## src/rtl/ldtu_ctrl_pkg.sv

```systemverilog
// Shared definitions for the LiTE-DTU fast-command control sequencer.
// Holds the fast-command codes, the sequencer state encoding and the
// default timing constants used by ldtu_fast_cmd_ctrl and ldtu_ctrl_timer.
package ldtu_ctrl_pkg;

  localparam int unsigned CMD_W = 3;

  // Fast-command codes as delivered by the fast-command decoder
  localparam logic [CMD_W-1:0] CMD_NOP         = 3'd0;
  localparam logic [CMD_W-1:0] CMD_FLUSH       = 3'd1;
  localparam logic [CMD_W-1:0] CMD_SYNCH_START = 3'd2;
  localparam logic [CMD_W-1:0] CMD_SYNCH_STOP  = 3'd3;
  localparam logic [CMD_W-1:0] CMD_CALIB       = 3'd4;
  localparam logic [CMD_W-1:0] CMD_TEST_START  = 3'd5;
  localparam logic [CMD_W-1:0] CMD_TEST_STOP   = 3'd6;
  localparam logic [CMD_W-1:0] CMD_RSVD        = 3'd7;

  // Sequencer states; encoding 3'd7 is unused and recovers to RUN
  typedef enum logic [2:0] {
    RUN      = 3'd0,
    FLUSH    = 3'd1,
    SYNCH    = 3'd2,
    CAL_REQ  = 3'd3,
    CAL_ACK  = 3'd4,
    CAL_WAIT = 3'd5,
    TEST     = 3'd6
  } state_e;

  // Default timing constants
  localparam int unsigned DEF_CNT_W         = 16;
  localparam int unsigned DEF_FLUSH_LEN     = 4;
  localparam int unsigned DEF_SYNCH_TIMEOUT = 1024;
  localparam int unsigned DEF_CAL_ACK_LEN   = 64;

endpackage

```

## src/rtl/ldtu_ctrl_timer.sv

```systemverilog
// Loadable down-counter with a zero flag, shared by the FLUSH, SYNCH and
// CAL_ACK states of the fast-command sequencer.
// Ports:
//   clk, rst_n  - clock and asynchronous active-low reset
//   load        - load load_val this cycle (takes priority over counting)
//   load_val    - value loaded into the counter
//   zero_c      - combinational flag: counter currently equals zero
module ldtu_ctrl_timer
  import ldtu_ctrl_pkg::*;
#(
  parameter int unsigned CNT_W = DEF_CNT_W
) (
  input  logic             clk,
  input  logic             rst_n,
  input  logic             load,
  input  logic [CNT_W-1:0] load_val,
  output logic             zero_c
);

  logic [CNT_W-1:0] count;

  // Counts down and parks at zero until the next load
  always_ff @(posedge clk or negedge rst_n) begin
    if (!rst_n) begin
      count <= '0;
    end else if (load) begin
      count <= load_val;
    end else if (count != '0) begin
      count <= count - CNT_W'(1);
    end
  end

  assign zero_c = (count == '0);

endmodule

```

## src/rtl/ldtu_fast_cmd_ctrl.sv

```systemverilog
// Fast-command sequencer: turns decoded fast commands into the LiTE-DTU
// datapath control strobes and enforces their legal ordering (no synch
// during a flush, automatic flush after calibration and after test mode,
// reject-and-report of commands that are illegal in the current state).
// Ports:
//   CLK, rst_b   - 160 MHz clock, asynchronous active-low reset
//   cmd_valid    - one-cycle strobe qualifying cmd_code
//   cmd_code     - fast-command code (see ldtu_ctrl_pkg)
//   calib_busy   - OR of the ADC calibration-busy flags, synchronous to CLK
//   flush_b      - active-low flush to encoder/CU/oFIFO
//   synch        - synch mode to oFIFO
//   calib_start  - one-cycle calibration request to the ADCs
//   test_enable  - ATU test-mode select
//   busy         - high whenever the sequencer is not in RUN
//   cmd_reject   - one-cycle pulse for an illegal or reserved command
//   timeout      - one-cycle pulse for synch or calibration-ack timeout
module ldtu_fast_cmd_ctrl
  import ldtu_ctrl_pkg::*;
#(
  parameter int unsigned CNT_W         = DEF_CNT_W,
  parameter int unsigned FLUSH_LEN     = DEF_FLUSH_LEN,
  parameter int unsigned SYNCH_TIMEOUT = DEF_SYNCH_TIMEOUT,
  parameter int unsigned CAL_ACK_LEN   = DEF_CAL_ACK_LEN
) (
  input  logic             CLK,
  input  logic             rst_b,
  input  logic             cmd_valid,
  input  logic [CMD_W-1:0] cmd_code,
  input  logic             calib_busy,
  output logic             flush_b,
  output logic             synch,
  output logic             calib_start,
  output logic             test_enable,
  output logic             busy,
  output logic             cmd_reject,
  output logic             timeout
);

  state_e           state_q;
  state_e           state_d;
  logic             reject_d;
  logic             timeout_d;
  logic             any_cmd;
  logic             tmr_load;
  logic [CNT_W-1:0] tmr_load_val;
  logic             tmr_zero;

  // Any real (non-NOP) command this cycle
  assign any_cmd = cmd_valid && (cmd_code != CMD_NOP);

  // Next-state and pulse decode
  always_comb begin
    state_d   = state_q;
    reject_d  = 1'b0;
    timeout_d = 1'b0;
    case (state_q)
      RUN: begin
        if (cmd_valid) begin
          case (cmd_code)
            CMD_FLUSH:       state_d  = FLUSH;
            CMD_SYNCH_START: state_d  = SYNCH;
            CMD_CALIB:       state_d  = CAL_REQ;
            CMD_TEST_START:  state_d  = TEST;
            CMD_SYNCH_STOP,
            CMD_TEST_STOP,
            CMD_RSVD:        reject_d = 1'b1;
            default:         ;
          endcase
        end
      end
      FLUSH: begin
        reject_d = any_cmd;
        if (tmr_zero) state_d = RUN;
      end
      SYNCH: begin
        // A stop coinciding with expiry wins and suppresses the timeout
        if (cmd_valid && (cmd_code == CMD_SYNCH_STOP)) begin
          state_d = RUN;
        end else begin
          reject_d = any_cmd;
          if (tmr_zero) begin
            state_d   = RUN;
            timeout_d = 1'b1;
          end
        end
      end
      CAL_REQ: begin
        reject_d = any_cmd;
        state_d  = CAL_ACK;
      end
      CAL_ACK: begin
        // ADC acknowledgement takes priority over an expiring counter
        reject_d = any_cmd;
        if (calib_busy) begin
          state_d = CAL_WAIT;
        end else if (tmr_zero) begin
          state_d   = RUN;
          timeout_d = 1'b1;
        end
      end
      CAL_WAIT: begin
        reject_d = any_cmd;
        if (!calib_busy) state_d = FLUSH;
      end
      TEST: begin
        if (cmd_valid && (cmd_code == CMD_TEST_STOP)) begin
          state_d = FLUSH;
        end else begin
          reject_d = any_cmd;
        end
      end
      default: state_d = RUN;
    endcase
  end

  // Counter reloads on every state change with the entered state's budget
  assign tmr_load = (state_d != state_q);

  always_comb begin
    tmr_load_val = '0;
    case (state_d)
      FLUSH:   tmr_load_val = CNT_W'(FLUSH_LEN - 1);
      SYNCH:   tmr_load_val = CNT_W'(SYNCH_TIMEOUT - 1);
      CAL_ACK: tmr_load_val = CNT_W'(CAL_ACK_LEN - 1);
      default: tmr_load_val = '0;
    endcase
  end

  ldtu_ctrl_timer #(
    .CNT_W (CNT_W)
  ) u_timer (
    .clk      (CLK),
    .rst_n    (rst_b),
    .load     (tmr_load),
    .load_val (tmr_load_val),
    .zero_c   (tmr_zero)
  );

  // State register and registered strobes, decoded from the next state
  always_ff @(posedge CLK or negedge rst_b) begin
    if (!rst_b) begin
      state_q     <= RUN;
      flush_b     <= 1'b1;
      synch       <= 1'b0;
      calib_start <= 1'b0;
      test_enable <= 1'b0;
      busy        <= 1'b0;
      cmd_reject  <= 1'b0;
      timeout     <= 1'b0;
    end else begin
      state_q     <= state_d;
      flush_b     <= (state_d != FLUSH);
      synch       <= (state_d == SYNCH);
      calib_start <= (state_d == CAL_REQ);
      test_enable <= (state_d == TEST);
      busy        <= (state_d != RUN);
      cmd_reject  <= reject_d;
      timeout     <= timeout_d;
    end
  end

endmodule

```

## config.mk

```make
export PLATFORM = sky130hd
export DESIGN_NAME = ldtu_fast_cmd_ctrl
export DESIGN_NICKNAME = d
export VERILOG_FILES = /design/src/rtl/ldtu_ctrl_pkg.sv /design/src/rtl/ldtu_ctrl_timer.sv /design/src/rtl/ldtu_fast_cmd_ctrl.sv
export SDC_FILE = /design/constraint.sdc
export NUM_CORES = 1
export LEC_CHECK = 0
export ABC_AREA = 1
export CAP_MARGIN = 20
export CELL_PAD_IN_SITES_DETAIL_PLACEMENT = 1
export CELL_PAD_IN_SITES_GLOBAL_PLACEMENT = 1
export CORE_MARGIN = 4
export CORE_UTILIZATION = 48
export CTS_BUF_LIST = sky130_fd_sc_hd__clkbuf_4 sky130_fd_sc_hd__clkbuf_8
export CTS_CLUSTER_SIZE = 30
export DETAILED_ROUTE_END_ITERATION = 8
export PLACE_DENSITY_LB_ADDON = 0.1
export SYNTH_ARGS = -nofsm -noshare
export SYNTH_HDL_FRONTEND = slang
export SYNTH_HIERARCHICAL = 1
export SYNTH_SLANG_ARGS = --single-unit
```

## constraint.sdc

```tcl
create_clock -name CLK -period 4.04 [get_ports CLK]
set_clock_uncertainty 0.05 [all_clocks]
set_input_delay 0.808 -clock CLK [delete_from_list [all_inputs] [get_ports CLK]]
set_output_delay 0.808 -clock CLK [all_outputs]
set_load 0.01 [all_outputs]
```

After elaboration in Yosys (flattened, before gate mapping)
Cells that the tools add are included.
{"block": "classes", "muxes": 20, "n_eq_ne": 20, "reduce_logical": 11, "add_sub_neg": 1}
{"op": "2-to-1 mux 16 bit", "n": 2}
{"op": "one-hot mux 10 bit (3 select lines)", "n": 1}
{"op": "== test 3 bit (second input constant)", "n": 9}
{"op": "one-hot mux 3 bit (7 select lines)", "n": 1}
{"op": "== test 3 x 2 -> 1 bit (second input constant)", "n": 6}
{"op": "2-to-1 mux 3 bit", "n": 6}
{"op": "logical NOT 16 bit", "n": 1}
{"op": "nonzero test 16 bit", "n": 1}
{"op": "subtractor 16 x 1 -> 16 bit (second input constant)", "n": 1}
{"op": "one-hot mux 3 bit (4 select lines)", "n": 1}
{"op": "== test 3 x 1 -> 1 bit (second input constant)", "n": 3}
{"op": "2-to-1 mux 1 bit", "n": 7}
{"op": "nonzero test 3 bit", "n": 2}
{"op": "one-hot mux 1 bit (4 select lines)", "n": 1}
{"op": "OR reduction 4 bit", "n": 1}
{"op": "logical AND 1 bit", "n": 3}
{"op": "logical NOT 3 bit", "n": 1}
{"op": "!= test 3 x 1 -> 1 bit (second input constant)", "n": 1}
{"op": "!= test 3 bit", "n": 1}
{"op": "OR reduction 3 bit", "n": 1}
{"op": "one-hot mux 1 bit (2 select lines)", "n": 1}
{"op": "nonzero test 2 bit", "n": 1}
{"block": "totals", "wordCells": 61, "reg_bits": 26, "output_inout_bits": 7, "in_bits": 7}

Depth between registers and ports, before layout
Gate-level depths: netlist of the first run.
{"block": "depth", "word_depth": 7, "mapped_depth": 19, "ltp_nobuf": 17}

Cells and area by module
Netlist of the first run, hierarchy kept.
{"mod": "ldtu_ctrl_timer", "cells_per_inst": 167, "area_each_um2": 1184.9, "seq_area_each_um2": 400.4, "instances": 1}
{"mod": "ldtu_fast_cmd_ctrl", "cells_per_inst": 99, "area_each_um2": 765.7, "seq_area_each_um2": 251.5, "instances": 1}

Least setup slack after synthesis of the first run
No wires, ideal clock.
{"block": "synth_timing", "path_type": "register -> register", "start": "register u_timer.count[0]", "end": "register u_timer.count[3]", "synth_period_minus_slack_ps": 2626, "required_ps": 3877, "arrival_time_ps": 2463, "path_buffers": 2, "stages_incl_launch_ff": 20, "setup_slack_ps": 1414, "setup_ps": 113, "path_cell_list": "dfrtp_1 -> inv_1 -> ha_1 -> nand2_4 -> nor2_4 -> nand3_1 -> nor3_1 -> inv_1 -> nand2_1 -> nand3b_4 -> nor2_8 -> nand2_1 -> nand2_1 -> nand4_1 -> buf_2 -> buf_2 -> nand2_1 -> o21ai_0 -> nand2_1 -> inv_1"}
{"block": "synth_via", "word_cells_on_any_way": 15, "cone_classes": "1 x add/sub; 4 x eq/ne; 7 x mux; 3 x reduce/logical"}
{"element": "from (decl)", "line_no": "ldtu_ctrl_timer.sv:20", "text": "logic [CNT_W-1:0] count;"}
{"element": "from (signal assigned)", "line_no": "ldtu_ctrl_timer.sv:27", "text": "count <= load_val;"}
{"element": "from (signal assigned)", "line_no": "ldtu_ctrl_timer.sv:29", "text": "count <= count - CNT_W'(1);"}
{"element": "logical NOT 16 bit (*)", "line_no": "ldtu_ctrl_timer.sv:33", "text": "assign zero_c = (count == '0);"}
{"element": "net tmr_zero", "line_no": "ldtu_fast_cmd_ctrl.sv:46", "text": "logic tmr_zero;"}
{"element": "2-to-1 mux 3 bit (*)", "line_no": "ldtu_fast_cmd_ctrl.sv:73, ldtu_fast_cmd_ctrl.sv:81, ldtu_fast_cmd_ctrl.sv:96"}
{"element": "2-to-1 mux 3 bit, on equally long branches", "line_no": "ldtu_fast_cmd_ctrl.sv:94, ldtu_fast_cmd_ctrl.sv:77"}
{"element": "one-hot mux 3 bit (7 select lines) (*)", "line_no": "ldtu_fast_cmd_ctrl.sv:56", "text": "case (state_q)"}
{"element": "!= test 3 bit (*)", "line_no": "ldtu_fast_cmd_ctrl.sv:117", "text": "assign tmr_load = (state_d != state_q);"}
{"element": "net tmr_load", "line_no": "ldtu_fast_cmd_ctrl.sv:44", "text": "logic tmr_load;"}
{"element": "2-to-1 mux 16 bit or nonzero test 2 bit (tied branches)"}
Mark *: on every way through the listed nets, which the timed path passes. The rest lies on a longest branch. The select of a mux whose other input is x is not followed.
A chain may end at the register's enable or synchronous reset.

Final worst setup path of the first run
{"block": "layout_timing", "start": "register u_timer.count[0]", "end": "register u_timer.count[4]"}
Same word-level chain as after synthesis.

==> impl_metrics.ini, run 1 <==
[run_status]
status = completed

[clocking]
cts_setup_buffers = 0
cts_sinks = 26
cts_buffer_depth = 2
clockRootBuffer = clkbuf_8
clk_pin_slew_worst_paths_ns = 0.10
cts-htree-levels = 1
cts_hold_buffers = 0
cts_made_buffers = 3
cts_resized = 0
clk-insertion-delay-late_ns = 0.27
cts_tree = built

[detailed_routing]
drc = 0
first_iter_violations = 59
drtAntennaViolNets = 0
via_per_inst = 5.15
wire_per_inst_um = 15.3
dr.pass1.iters = 4
vias = 1726
wirelength_mm = 5.13

[final_layout]
final_nets = 296
layout_commonest_cell = nand2_1
seqCellArea_um2 = 652
fin_area_um2 = 2220
nFillCells = 508
drive_gt1_share_pct = 18.1
mostFrequentLayoutCells = nand2_1 (82), inv_1 (30), nor2_1 (28)
num_antenna_cells = 0
fin_util_pct = 58.6
multi_input_area_um2 = 1170
area_growth_pct = 14.0

[power]
total_leakage_power_nw = 1.16
powerDensity_nw_per_um2 = 871
peakVddDrop_mv = 0.499

[timing]
tns_ns = 0
setup_viol = 0
hold_violations = 0
fmax_ghz = 0.312
timing.hold.ws_ns = 0.532
layout_worst_path_cycle_share_pct = 79.4
maxSlewViolCount = 0
rsz0062_at_grt = false
finalCriticalPeriod_ns = 3.21
fin_ws_ns = 0.832

[placed_design]
preCtsSetupSlack_ns = 0.809
place_area_um2 = 2150
io_buffers = 13
hpwl_mm = 3.84
gp_congestion = 0.827

[yosys]
synth_area_um2 = 1950
syn_inst = 266
yosysSeqAreaShare_pct = 33.4
synth-seq-cells = 26
avgSynthCellArea_um2 = 7.33
ys_types = 33
synth_warnings = 6

[floorplanning]
std_cell_rows = 22
die_y_um = 71.7
start_util_pct = 51.4
core_area_um2 = 3800
ios = 14
die_w_um = 71.7
die-area_um2 = 5150

[min_path]
hold_end = u_timer/count[1]$_DFFE_PN0P_
hp-class = reg -> reg
holdPathStages = 2
hold_start = u_timer/count[1]$_DFFE_PN0P_

[global_routing]
grt_pass1_vias = 1849
antenna_found_initial = 0
grt-ovfl-total = 0
track_usage_pct = 21.8
grt_max_degree = 27
grt_pass1_wl_mm = 8.93

[critical_path]
worstPathRequired_ns = 4.14
critical_path_class = reg -> reg
cpLargestDelayFamily = simple AND/OR/NAND/NOR gates
worstPathCellList = inv_1 > ha_1 > nand2_4 > nor2_4 > nand3_1 > nor3_1 > inv_1 > nand2_1 > nand3b_4 > nor2_8 > nand2_1 > nand2_1 > nand4_1 > inv_1 > nand3b_1 > o21ai_0 > nor2_1
critPathMaxFanout = 13
rr_startpoint = u_timer/count[0]$_DFFE_PN0P_
r2r_cells = 17
slowest_stage = dfrtp_1
cp-end-kind = register
cp.arrival_ns = 3.31
cpPeakStageDelay_ns = 0.42
crit_buf_inv = 3
r2r-end = u_timer/count[4]$_DFFE_PN0P_
r2r_slack_ns = 0.83
start_kind = register

[flow_run]
max_cap_violations = 0
==> worst register-to-register path: cells and delay by family, from the launching register on <==
family | cells | cell delay [ns]
AO/OA/AOI/OAI | 1 | 0.15
adder cells (fa/ha/maj) | 1 | 0.29
buffers and inverters | 3 | 0.62
flip-flops | 1 | 0.42
AND/OR/NAND/NOR | 12 | 1.55
==> through the flow <==
step	instances	power, mW
detailed placement	331	1.70
global placement	331	1.65
finish	335	1.94
floorplan	271	1.41
CTS	335	1.94
global route	335	2.13
==> state kept, by name, indices dropped and copies added, names as in the netlist <==
signal,cells
u_timer/count,16
state_q,3
busy,1
calib_start,1
cmd_reject,1
flush_b,1
synch,1
test_enable,1
timeout,1
==> metal layers <==
metal / routed length [um] / part of all wire, % / track usage, % / up-vias
met1: 2530 / 49 / 30.2 / 828
met4: 32 / 0.62 / 3.97 / 0
met2: 2450 / 48 / 36.8 / 24
met5: 0 / 0 / 0 / -
met3: 112 / 2.2 / 2.66 / 4
li1: - / - / - / 870
==> worst max-delay path by stage <==
stage	slack (ns)	cells past startpoint	endpoint	start
after floorplan	1.41	19	u_timer/count[3]$_DFFE_PN0P_	u_timer/count[0]$_DFFE_PN0P_
after global placement	0.89	12	u_timer/count[4]$_DFFE_PN0P_	cmd_valid
after detailed placement	0.81	12	u_timer/count[0]$_DFFE_PN0P_	cmd_valid
after CTS	0.84	17	u_timer/count[0]$_DFFE_PN0P_	u_timer/count[0]$_DFFE_PN0P_
after global routing	0.53	17	u_timer/count[4]$_DFFE_PN0P_	u_timer/count[0]$_DFFE_PN0P_
final	0.83	17	u_timer/count[4]$_DFFE_PN0P_	u_timer/count[0]$_DFFE_PN0P_
==> cell families (layout without fill, tap and decap cells) <==
group / count (synthesis) / after routing / synth area share, %
adders and majority gates: 1 / 1 / 0.641
AOI/OAI and AO/OA: 18 / 18 / 6.29
buffers and inverters: 37 / 53 / 7.63
DFF: 26 / 26 / 33.4
and+or+nand+nor: 178 / 178 / 49.6
xor gates and xnor gates: 5 / 5 / 2.25
other: 1 / 6 / 0.192
==> where the power goes <==
group | switching, mW | internal (mW) | leakage (nW)
registers | 0.114 | 0.373 | 0.330
clock network | 0.0864 | 0.132 | 0.0357
logic | 0.826 | 0.405 | 0.790
total | 1.03 | 0.911 | 1.16
==> cell type report <==
| type | instances | share of cell area [%] |
|---|---|---|
| timing repair buffer | 15 | 6.52 |
| sequential | 26 | 29.3 |
| multi-input combinational | 208 | 52.5 |
| inverter | 34 | 5.74 |
| clock inverter | 1 | 1.35 |
| clock buffer | 3 | 1.86 |
| tap | 48 | 2.70 |
==> Yosys cell counts (all sizes together) <==
cell     n  area [um^2]
nor3     4         30.0
nand4    4         40.0
inv     34          128
a21oi    4         20.0
ha       1         12.5
dfrtp   25          626
o211ai   1         7.51
or2      1         6.26
dfstp    1         26.3
conb     1         3.75
buf      3         21.3
nor2    43          256
nand3   31          218
nand3b   4         42.5
nand2   91          374
o21ai   10         61.3
xor2     3         26.3
o21bai   3         33.8
xnor2    2         17.5
Power figures use the tool's default switching activity.
==> run 2, diff against run 1 <==
- CORE_UTILIZATION: 48 -> 40
- clock period: 4.04 -> 2.95 ns (I/O delays scaled with it)
==> run 2 against run 1 <==
Sequential cell count unchanged. Register-to-register slack got worse by 0.63 ns. Clock power rose by 36%. Final area increased by 4.8%. Critical path type unchanged. Critical endpoint is now u_timer/count[5]$_DFFE_PN0P_. Highest routed layer unchanged.
==> impl_metrics.ini, run 2 (synthesis results as in run 1) <==
[run_status]
status = completed

[global_routing]
grt_pass1_wl_mm = 7.81
track_usage_pct = 16.1
grt_max_degree = 27
antenna_found_initial = 0
grt-ovfl-total = 0
grt_pass1_vias = 1702

[clocking]
cts_buffer_depth = 2
cts_tree = built
cts_hold_buffers = 0
cts_made_buffers = 3
cts_sinks = 26
clk_pin_slew_worst_paths_ns = 0.10
cts-htree-levels = 1
clk-insertion-delay-late_ns = 0.27
clockRootBuffer = clkbuf_8

[floorplanning]
core_area_um2 = 4720
die-area_um2 = 6060
std_cell_rows = 25
die_y_um = 77.8
die_w_um = 77.8
start_util_pct = 41.3
ios = 14

[final_layout]
layout_commonest_cell = nand2_1
top_regs = u_timer/count: 16 flops, state_q: 3 flops
max_flop_register = u_timer/count
mostFrequentLayoutCells = nand2_1 (82), inv_1 (29), nor2_1 (28)
final_nets = 304
fin_util_pct = 49.4
fin_area_um2 = 2330
num_antenna_cells = 0
drive_gt1_share_pct = 21.7
nFillCells = 630
fin_cells = 362
largest_reg_flops = 16
area_growth_pct = 19.5

[critical_path]
r2r_cells = 18
rr_startpoint = u_timer/count[0]$_DFFE_PN0P_
cp-end-kind = register
critical_path_class = reg -> reg
r2r-end = u_timer/count[5]$_DFFE_PN0P_
start_kind = register
critPathCapture = u_timer/count[5]$_DFFE_PN0P_
cp.arrival_ns = 2.86
critPathMaxFanout = 8
worstPathRequired_ns = 3.07
startpoint = u_timer/count[0]$_DFFE_PN0P_
r2r_slack_ns = 0.21

[timing]
fin_ws_ns = 0.206
maxSlewViolCount = 0
hold_violations = 0
tns_ns = 0
layout_worst_path_cycle_share_pct = 93.0
setup_viol = 0
fmax_ghz = 0.364
timing.hold.ws_ns = 0.529
finalCriticalPeriod_ns = 2.74

[placed_design]
place_area_um2 = 2210
hpwl_mm = 3.65
io_buffers = 13
gp_congestion = 0.825
dp.cells = 354
preCtsSetupSlack_ns = 0.0341

[power]
peakVddDrop_mv = 0.495
total_leakage_power_nw = 1.20
power_mw = 2.74
powerDensity_nw_per_um2 = 1180

[detailed_routing]
drtAntennaViolNets = 0
drc = 0
vias = 1722
dr.pass1.iters = 4
first_iter_violations = 85
via_per_inst = 4.76
wire_per_inst_um = 13.0
wirelength_mm = 4.70

[min_path]
hp-class = reg -> reg

[flow_run]
max_cap_violations = 0
[run 2: changes by cell type in the layout (fill, tap and decap cells not counted), sizes merged]
cell  change
buf       +8
[run 2: worst max-delay path: stages, from the launching register on]
cell and delay, ns:
dfrtp_1 0.42, inv_1 0.12, ha_2 0.22, nand2_4 0.08, nor2_4 0.13, nand3_2 0.11
nor3_4 0.24, inv_1 0.09, nand2_1 0.14, nand3b_4 0.11, nor2_8 0.09, nand2_1 0.05
nand2_1 0.06, nand4_1 0.11, buf_6 0.17, buf_2 0.17, nand2_1 0.07, inv_1 0.03
o21bai_2 0.17
[run 2: cell type report]
class | instances | area, um^2 | share of cell area, %
clock buffer | 3 | 41.3 | 1.77
clock inverter | 1 | 30.0 | 1.29
inverter | 34 | 130 | 5.58
multi-input combinational | 208 | 1190 | 50.9
sequential | 26 | 652 | 28.0
tap | 67 | 83.8 | 3.60
timing repair buffer | 23 | 206 | 8.86
[run 2: worst min path at each step]
stage          slack, ns                      endpoint                    startpoint  depth (start not counted)
2_1_floorplan       0.24                busy$_DFF_PN0_                         rst_b                          0
3_3_place_gp        0.49  u_timer/count[1]$_DFFE_PN0P_  u_timer/count[1]$_DFFE_PN0P_                          2
3_5_place_dp        0.51  u_timer/count[1]$_DFFE_PN0P_  u_timer/count[1]$_DFFE_PN0P_                          2
4_1_cts             0.53  u_timer/count[1]$_DFFE_PN0P_  u_timer/count[1]$_DFFE_PN0P_                          2
5_1_grt             0.56  u_timer/count[1]$_DFFE_PN0P_  u_timer/count[1]$_DFFE_PN0P_                          2
6_report            0.53  u_timer/count[1]$_DFFE_PN0P_  u_timer/count[1]$_DFFE_PN0P_                          2
[run 2: power breakdown]
part / internal, mW / switching, mW / total [mW]
Clock: 0.181 / 0.116 / 0.298
Combinational: 0.668 / 1.11 / 1.78
Sequential: 0.511 / 0.154 / 0.665
[run 2: repair_timing]
item | CTS | global route
buffers inserted | 0 | 4
endpoints found under the setup margin | 0 | 16
resized for setup | 0 | 7
[run 2: metal layers]
metal / global-route usage, % / routed length, um / up-vias
met5: 0 / 0 / -
met4: 3.74 / 34 / 0
met3: 2.20 / 54 / 2
met2: 28.5 / 2410 / 6
met1: 20.5 / 2200 / 822
li1: - / - / 892
